**config.mk**
```make
export PLATFORM = sky130hd
export DESIGN_NAME = xo_issue_scheduler
export DESIGN_NICKNAME = d
export VERILOG_FILES = /design/src/rtl/xo_issue_scheduler.sv
export SDC_FILE = /design/constraint.sdc
export NUM_CORES = 1
export LEC_CHECK = 0
export CORE_MARGIN = 2
export CORE_UTILIZATION = 40
export CTS_CLUSTER_SIZE = 25
export DETAILED_ROUTE_END_ITERATION = 8
export PLACE_DENSITY = 0.68
export SKIP_CTS_REPAIR_TIMING = 1
export SLEW_MARGIN = 0
export SYNTH_ARGS = -nofsm -noshare
export SYNTH_HDL_FRONTEND = slang
export SYNTH_SLANG_ARGS = --single-unit
```
**constraint.sdc**
```tcl
create_clock -name clock_i -period 5.3 [get_ports clock_i]
set_input_delay 0.795 -clock clock_i [delete_from_list [all_inputs] [get_ports clock_i]]
set_output_delay 0.795 -clock clock_i [all_outputs]
set_load 0.03 [all_outputs]
```
**src/rtl/xo_issue_scheduler.sv**
```systemverilog
// In-order issue scheduler for XO-form integer ops: queues decoded instructions and
// issues one per cycle to ALU, multiplier or divider while arbitrating the shared writeback port.
module xo_issue_scheduler #(
  parameter int unsigned QUEUE_DEPTH  = 4,
  parameter int unsigned MUL_LAT      = 3,
  parameter int unsigned DIV_LAT      = 20,
  parameter int unsigned xOpCodeWidth = 9,
  parameter int unsigned regWidth     = 5
) (
  input  logic                    clock_i,
  input  logic                    reset_i,
  input  logic                    enable_i,
  input  logic [xOpCodeWidth-1:0] xOpCode_i,
  input  logic [regWidth-1:0]     reg1_i,
  input  logic [regWidth-1:0]     reg2_i,
  input  logic [regWidth-1:0]     reg3_i,
  input  logic                    bit1_i,
  input  logic                    bit2_i,
  input  logic                    flush_i,
  output logic                    stall_o,
  output logic                    aluEnable_o,
  output logic                    mulEnable_o,
  output logic                    divEnable_o,
  output logic [xOpCodeWidth-1:0] xOpCode_o,
  output logic [regWidth-1:0]     reg1_o,
  output logic [regWidth-1:0]     reg2_o,
  output logic [regWidth-1:0]     reg3_o,
  output logic                    bit1_o,
  output logic                    bit2_o,
  output logic                    illegal_o
);

  localparam int unsigned PTR_W   = (QUEUE_DEPTH > 2) ? $clog2(QUEUE_DEPTH) : 1;
  localparam int unsigned CNT_W   = PTR_W + 1;
  localparam int unsigned MAX_LAT = (MUL_LAT > DIV_LAT) ? MUL_LAT : DIV_LAT;
  localparam int unsigned RESV_TOP = MAX_LAT + 1;
  localparam int unsigned DCNT_W  = $clog2(DIV_LAT + 1);

  typedef struct packed {
    logic [xOpCodeWidth-1:0] op;
    logic [regWidth-1:0]     r1;
    logic [regWidth-1:0]     r2;
    logic [regWidth-1:0]     r3;
    logic                    b1;
    logic                    b2;
  } entry_t;

  typedef enum logic [1:0] {
    CLS_ALU = 2'd0,
    CLS_MUL = 2'd1,
    CLS_DIV = 2'd2,
    CLS_ILL = 2'd3
  } cls_t;

  entry_t                q [QUEUE_DEPTH];
  logic [PTR_W-1:0]      head;
  logic [PTR_W-1:0]      tail;
  logic [CNT_W-1:0]      count;
  logic [RESV_TOP:1]     resv;
  logic [DCNT_W-1:0]     div_cnt;

  logic                  full_c;
  logic                  head_valid_c;
  entry_t                head_c;
  entry_t                in_c;
  cls_t                  head_cls_c;
  logic                  issue_alu_c;
  logic                  issue_mul_c;
  logic                  issue_div_c;
  logic                  issue_ill_c;
  logic                  pop_c;
  logic                  push_c;
  logic [RESV_TOP:1]     resv_nxt_c;

  function automatic cls_t classify(input logic [xOpCodeWidth-1:0] op);
    cls_t c;
    case (int'(op))
      266, 40, 10, 8, 138, 136, 234, 232, 200, 202, 104, 74: c = CLS_ALU;
      235, 75, 11, 233, 73, 9:                               c = CLS_MUL;
      491, 459, 427, 395, 489, 457, 425, 393:                c = CLS_DIV;
      default:                                               c = CLS_ILL;
    endcase
    return c;
  endfunction

  assign full_c       = (count == CNT_W'(QUEUE_DEPTH));
  assign stall_o      = full_c;
  assign head_valid_c = (count != '0);
  assign head_c       = q[head];
  assign head_cls_c   = classify(head_c.op);
  assign in_c         = {xOpCode_i, reg1_i, reg2_i, reg3_i, bit1_i, bit2_i};

  // Head issue decision against writeback reservations and divider occupancy
  assign issue_alu_c = head_valid_c && (head_cls_c == CLS_ALU) && !resv[2];
  assign issue_mul_c = head_valid_c && (head_cls_c == CLS_MUL) && !resv[MUL_LAT+1];
  assign issue_div_c = head_valid_c && (head_cls_c == CLS_DIV) && !resv[DIV_LAT+1]
                       && (div_cnt == '0);
  assign issue_ill_c = head_valid_c && (head_cls_c == CLS_ILL);
  assign pop_c       = issue_alu_c || issue_mul_c || issue_div_c || issue_ill_c;
  assign push_c      = enable_i && !full_c && !flush_i;

  always_comb begin
    resv_nxt_c = {1'b0, resv[RESV_TOP:2]};
    if (issue_alu_c) resv_nxt_c[2] = 1'b1;
    if (issue_mul_c) resv_nxt_c[MUL_LAT+1] = 1'b1;
    if (issue_div_c) resv_nxt_c[DIV_LAT+1] = 1'b1;
  end

  // Queue storage needs no reset; validity is tracked by count
  always_ff @(posedge clock_i) begin
    if (push_c) q[tail] <= in_c;
  end

  always_ff @(posedge clock_i) begin
    if (!reset_i) begin
      head        <= '0;
      tail        <= '0;
      count       <= '0;
      resv        <= '0;
      div_cnt     <= '0;
      aluEnable_o <= 1'b0;
      mulEnable_o <= 1'b0;
      divEnable_o <= 1'b0;
      illegal_o   <= 1'b0;
      xOpCode_o   <= '0;
      reg1_o      <= '0;
      reg2_o      <= '0;
      reg3_o      <= '0;
      bit1_o      <= 1'b0;
      bit2_o      <= 1'b0;
    end else begin
      resv        <= resv_nxt_c;
      aluEnable_o <= issue_alu_c;
      mulEnable_o <= issue_mul_c;
      divEnable_o <= issue_div_c;
      illegal_o   <= issue_ill_c;

      if (issue_div_c) begin
        div_cnt <= DCNT_W'(DIV_LAT);
      end else if (div_cnt != '0) begin
        div_cnt <= div_cnt - DCNT_W'(1);
      end

      if (issue_alu_c || issue_mul_c || issue_div_c) begin
        xOpCode_o <= head_c.op;
        reg1_o    <= head_c.r1;
        reg2_o    <= head_c.r2;
        reg3_o    <= head_c.r3;
        bit1_o    <= head_c.b1;
        bit2_o    <= head_c.b2;
      end

      // Flush empties the queue but lets the head issued this cycle and all reservations stand
      if (flush_i) begin
        head  <= tail;
        count <= '0;
      end else begin
        if (push_c) tail <= tail + PTR_W'(1);
        if (pop_c)  head <= head + PTR_W'(1);
        case ({push_c, pop_c})
          2'b10:   count <= count + CNT_W'(1);
          2'b01:   count <= count - CNT_W'(1);
          default: count <= count;
        endcase
      end
    end
  end

endmodule
```
==> out/qor.csv, run 1 <==
metric,value,unit
status,"complete, no violations",
post-synthesis sequential area ratio,0.7100,
DRC,0,
Final min period,3.836,ns
Critical Path Fanout Max,24,
Skew-Pair Late Insertion Delay,0.42,ns
Least-Margin Pin Slew,0.8895,ns
area growth from synthesis to layout,22.35,%
vias in the first global route,3374,
number of diodes,0,
Worst Path Required,5.64,ns
H-Tree Depth,4,
"Cell Area, Synth",6175,um^2
nets,493,
Yosys cell types,44,
Synth area leaders,"edfxtp_1, dfxtp_1, mux4_2",
Post-Layout Inst Area,7555,um^2
fillers,1217,
Max IR drop VDD,0.0002518,V
Antenna Nets Post-Route,0,
RSZ-0062 raised after global routing,false,
Final Hold Viols,0,
fmax,260.7,MHz
Synth Instances,384,
Root Driver,clkbuf_16,
Final GP Congestion,0.7567,
initial antenna violation count,0,
setup tns final,0,ns
WS Path Type,reg -> reg,
largest net degree at the start of global routing,36,
CP Data Arrival Time,4.18,ns
Die Y,128.2,um
Row Count,45,
Wirelength per Cell,16.90,um
Via-to-Cell Ratio,4.973,
Yosys Warn Count,0,
top-area cell type share of the netlist area,0.5058,
drt pass-1 iters,4,
Tcrit/Tclk final,0.7239,
leading area contributor after synthesis,edfxtp_1,
syn avg cell area,16.08,um^2
power density over the cells,428.1,nW/um^2
Post-synth ARST share,0,
port bufs,60,
Max Clock Skew,0.008372,ns
full die area,16450,um^2
top-count cell post-synth,edfxtp_1,
CORE AREA,15150,um^2
Starting Density,0.4077,
Min-Delay Path Class,reg -> reg,
Max Cap Viol,0,
PnR worst setup slack,1.464,ns
clk buf depth,2,
Chip Width,128.2,um
Pleak,2.693,nW
Iter 0 DRT Violations,211,
Slew Limit Fails,0,
WL final,11100,um
Setup crit start kind,register,
Clock transition at path regs,0.06,ns
GR Overflow Total,0,
CTS tree,built,
share of cells above drive strength 1,0.1407,
cts bufs inserted,17,
ys flop type,edfxtp_1,
slew margin rel.,0.4070,
dpl hpwl,6764,um
I/O pin count,61,
Placed Area,6975,um^2
global-route wire length before repair,17490,um
endpoints failing setup,0,
commonest cells in the netlist,"edfxtp_1, dfxtp_1, nor2_1",
Synthesized Nets,421,
Yosys reg bits,167,
dpl ws,1.500,ns
Worst setup EP type,register,
# clock sinks,167,
number of synthesized flops with an enable pin,104,
via count,3267,
Total GRT Usage,0.1432,
-- cell type report --
cell class              instances  area (um^2)  share of cell area
clock buffers                  19        432.9             0.05730
repair buffers                 67        653.1             0.08645
flip-flops and latches        167         4385              0.5805
well taps                     188        235.2             0.03114
inverters                      12        45.04            0.005962
clock inverters                13        146.4             0.01938
multi-input cells             191         1657              0.2193
-- worst max-delay path, stage by stage (launching register included) --
cell and delay, ns:
dfxtp_2 0.91, mux4_2 0.68, nor2b_1 0.18, o21ai_0 0.25
o211ai_1 0.16, o211a_1 0.19, nand2_1 0.11, ha_1 0.18
inv_1 0.06, fa_1 0.37, xor2_1 0.17, or3_1 0.31
a21oi_1 0.17
-- worst paths after layout --
path	startpoint	endpoint	slack, ns	depth (start not counted)
hold / removal	resv[13]$_SDFF_PN0_	resv[12]$_SDFF_PN0_	0.44	1
hold reg to reg	resv[13]$_SDFF_PN0_	resv[12]$_SDFF_PN0_	0.44	1
setup reg to reg	register	count[2]$_SDFFE_PP0P_	1.46	12
setup / recovery	register	count[2]$_SDFFE_PP0P_	1.46	12
-- per-layer routing --
metal	up-vias	GRT usage	part of all wire
met2	69	0.2447	0.51
met3	18	0.03297	0.037
met1	1615	0.1726	0.43
met5	-	0	0
li1	1565	-	-
met4	0	0.06593	0.018
-- placed cells by master, fill, tap and decap left out, types with 7 or more instances in the layout --
cell type and n:
mux2i_1 23, inv_1 11, clkbuf_16 17, mux4_2 24, nor3_1 8, buf_4 7, a21oi_1 7, clkdlybuf4s50_1 60
dfxtp_1 62, and2_1 21, nor2_1 46, edfxtp_1 104
-- flip-flops by register name, indices dropped and copies added (netlist names), 2 cells and up, named ones only --
register   count
q            104
count          3
resv          19
reg1_o         5
tail           2
reg2_o         5
xOpCode_o      9
reg3_o         5
head           2
div_cnt        5
-- where the power goes --
group	leakage (nW)	internal (mW)	switching, mW
Clock	0.274	0.699	0.497
Combinational	0.965	0.257	0.270
Sequential	1.45	1.44	0.0700
Total	2.69	2.40	0.837
-- cell families (layout without fill, tap and decap cells) --
family / after synthesis / count (layout) / synth area share
AND/OR/NAND/NOR: 108 / 108 / 0.09078
flip-flops: 167 / 167 / 0.7100
multiplexers: 47 / 47 / 0.1248
AO/OA/AOI/OAI: 24 / 24 / 0.03019
adder cells (fa/ha/maj): 7 / 7 / 0.01540
XOR/XNOR: 5 / 5 / 0.007093
buffers and inverters: 26 / 111 / 0.02168
-- per-stage QoR --
stage / total power, mW / hold slack (ns) / std cells / utilization
2_1_floorplan: 1.941 / 0.4119 / 384 / -
6_report: 3.234 / 0.4387 / 657 / 0.4988
5_1_grt: 3.382 / 0.4533 / 657 / 0.4988
4_1_cts: 3.269 / 0.4439 / 657 / 0.4988
3_3_place_gp: 2.042 / 0.4142 / 625 / 0.4606
3_5_place_dp: 2.067 / 0.4227 / 625 / 0.4606
(Power assumes the default switching activity.)
==> run 2: changes to the inputs <==
==> constraint.sdc (replaced) <==
create_clock -name clock_i -period 3.9 [get_ports clock_i]
set_input_delay 0.585 -clock clock_i [delete_from_list [all_inputs] [get_ports clock_i]]
set_output_delay 0.585 -clock clock_i [all_outputs]
set_load 0.03 [all_outputs]
==> out/qor.csv, run 2 (synthesized netlist as in run 1, its figures left out) <==
metric,value,unit,change
status,"complete, no violations",,
Critical Path Fanout Max,14,,-42%
Clk network pwr share,0.362,,-0.008
cts bufs inserted,17,,unchanged
via count,3275,,+0.24%
"commonest non-fill, non-tap cell in the layout",edfxtp_1,,
setup tns final,0,ns,unchanged
Die Y,128.2,um,unchanged
dpl cells,630,,+0.80%
Final GP Congestion,0.7673,,+1.4%
Row Count,45,,unchanged
initial antenna violation count,0,,unchanged
Max Cap Viol,0,,unchanged
drt pass-1 iters,4,,unchanged
met1 usage,0.1685,,-0.004157
Antenna Nets Post-Route,0,,unchanged
Pleak,2.715,nW,+0.81%
clk buf depth,2,,unchanged
Final Instance Count excl. Fillers,662,,+0.76%
GR Overflow Total,0,,unchanged
Setup crit start kind,register,,
Tcrit/Tclk final,0.8878,,+0.1640
Chip Width,128.2,um,unchanged
port bufs,60,,unchanged
Worst Path Required,4.24,ns,-1.40 ns
Final min period,3.463,ns,-0.3739 ns
H-Tree Depth,4,,unchanged
flip-flop count of the largest register after layout,104,,unchanged
switching share of total power,0.2598,,+0.001009
fillers,1244,,+2.2%
endpoints failing setup,0,,unchanged
Starting Density,0.4077,,unchanged
CORE AREA,15150,um^2,unchanged
global-route wire length before repair,17320,um,-0.98%
Comb power frac,0.173,,+0.010
Final Hold Viols,0,,unchanged
WS Path Type,reg -> reg,,
busiest grt layer,met2,,
full die area,16450,um^2,unchanged
Min-Delay Path Class,reg -> reg,,
M3 GR Usage,0.04299,,+0.01002
Worst setup EP type,register,,
Clock transition at path regs,0.07,ns,about the same
share of cells above drive strength 1,0.1561,,+0.01539
Least-Margin Pin Slew,0.6777,ns,-0.2118 ns
fmax,288.8,MHz,+11%
slew margin rel.,0.5476,,+0.1406
largest register by flop count,q,,
area growth from synthesis to layout,22.72,%,
dpl hpwl,6985,um,+3.3%
# clock sinks,167,,unchanged
most frequent cells in the layout,"edfxtp_1, dfxtp_1, clkdlybuf4s50_1",,
number of diodes,0,,unchanged
I/O pin count,61,,unchanged
Via-to-Cell Ratio,4.947,,-0.51%
Max Clock Skew,0.01089,ns,+0.002517 ns
RSZ-0062 raised after global routing,false,,
sequential share of power,0.465,,-0.002
CP Data Arrival Time,3.80,ns,-0.38 ns
largest net degree at the start of global routing,28,,-22%
Slew Limit Fails,0,,unchanged
WL final,10890,um,-1.9%
nets,498,,+1.0%
DRC,0,,unchanged
Switching Power,1.134,mW,+35%
Max IR drop VDD,0.0003183,V,+26%
CTS tree,built,,
internal cell power,3.230,mW,+35%
Total GRT Usage,0.1414,,-0.001835
Iter 0 DRT Violations,208,,-1.4%
Skew-Pair Late Insertion Delay,0.42,ns,about the same
Regs by FF count,"q (104), resv (19), xOpCode_o (9)",,
Wirelength per Cell,16.45,um,-2.7%
power density over the cells,575.9,nW/um^2,+35%
vias in the first global route,3378,,+0.12%
met2 GRT Util,0.2419,,-0.002816
Root Driver,clkbuf_16,,
[run 2: cell types whose count changed in the layout (fill, tap and decap cells not counted), sizes merged]
| cell | previous run | this run |
|---|---|---|
| clkinv | 6 | 3 |
| bufinv | 2 | 1 |
| clkbuf | 19 | 20 |
| buf | 7 | 12 |
| inv | 15 | 17 |
| clkinvlp | 2 | 3 |
[run 2: per-layer routing]
| metal | vias up | routed length [um] | share of wire |
|---|---|---|---|
| met2 | 57 | 5624 | 0.52 |
| met5 | - | 0 | 0 |
| met3 | 12 | 468 | 0.043 |
| li1 | 1579 | - | - |
| met1 | 1627 | 4673 | 0.43 |
| met4 | 0 | 122 | 0.011 |
[run 2: worst max-delay path, cell delays in order (launching register included)]
cell     delay (ns)
dfxtp_1        0.76
mux4_2         0.51
nor2_1         0.18
a22oi_1        0.16
o32ai_4        0.34
nor2_4         0.05
nand2_1        0.10
ha_1           0.20
inv_1          0.07
fa_1           0.37
xor2_1         0.16
or3_1          0.32
a21oi_1        0.17
[run 2: cell type report]
| cell class | instances | area, um^2 | area share |
|---|---|---|---|
| inverters | 12 | 45.04 | 0.005945 |
| repair buffers | 72 | 690.7 | 0.09115 |
| multi-input cells | 191 | 1657 | 0.2186 |
| clock buffers | 20 | 446.7 | 0.05895 |
| well taps | 188 | 235.2 | 0.03104 |
| clock inverters | 12 | 117.6 | 0.01552 |
| flip-flops and latches | 167 | 4385 | 0.5788 |
[run 2: power groups by stage]
stage	logic [mW]	clock network [mW]	registers, mW
floorplan	0.595	0	2.04
global placement	0.728	0	2.06
detailed placement	0.756	0	2.07
CTS	0.762	1.62	2.03
global route	0.836	1.69	2.04
finish	0.753	1.58	2.03
[run 2: worst paths after layout]
path / from / end / slack, ns / cells after the start
worst max-delay path: register / count[2]$_SDFFE_PP0P_ / 0.44 / 12
worst min-delay path: resv[9]$_SDFF_PN0_ / resv[8]$_SDFF_PN0_ / 0.43 / 1
worst max register to register: register / count[2]$_SDFFE_PP0P_ / 0.44 / 12
worst min register to register: resv[9]$_SDFF_PN0_ / resv[8]$_SDFF_PN0_ / 0.43 / 1
[run 2: metrics by stage]
step / hold WS (ns) / total power, mW / worst slack (ns) / instance area (um^2) / utilization
finish: 0.4318 / 4.363 / 0.4374 / 7577 / 0.5003
global route: 0.4570 / 4.569 / 0.1713 / 7577 / 0.5003
CTS: 0.4334 / 4.417 / 0.4293 / 7577 / 0.5003
detailed placement: 0.4193 / 2.827 / 0.4461 / 7013 / 0.4630
global placement: 0.4154 / 2.792 / 0.6561 / 7013 / 0.4630
floorplan: 0.4119 / 2.638 / 0.7449 / 6175 / -
==> run 3: changes to the inputs <==
--- a/config.mk
+++ b/config.mk
@@ -5,6 +5,7 @@
 export SDC_FILE = /design/constraint.sdc
 export NUM_CORES = 1
 export LEC_CHECK = 0
+export CAP_MARGIN = 20
 export CORE_MARGIN = 2
 export CORE_UTILIZATION = 40
 export CTS_CLUSTER_SIZE = 25
==> results of run 3 <==
Same layout as run 2: the final DEF is identical, and so are final timing and power.
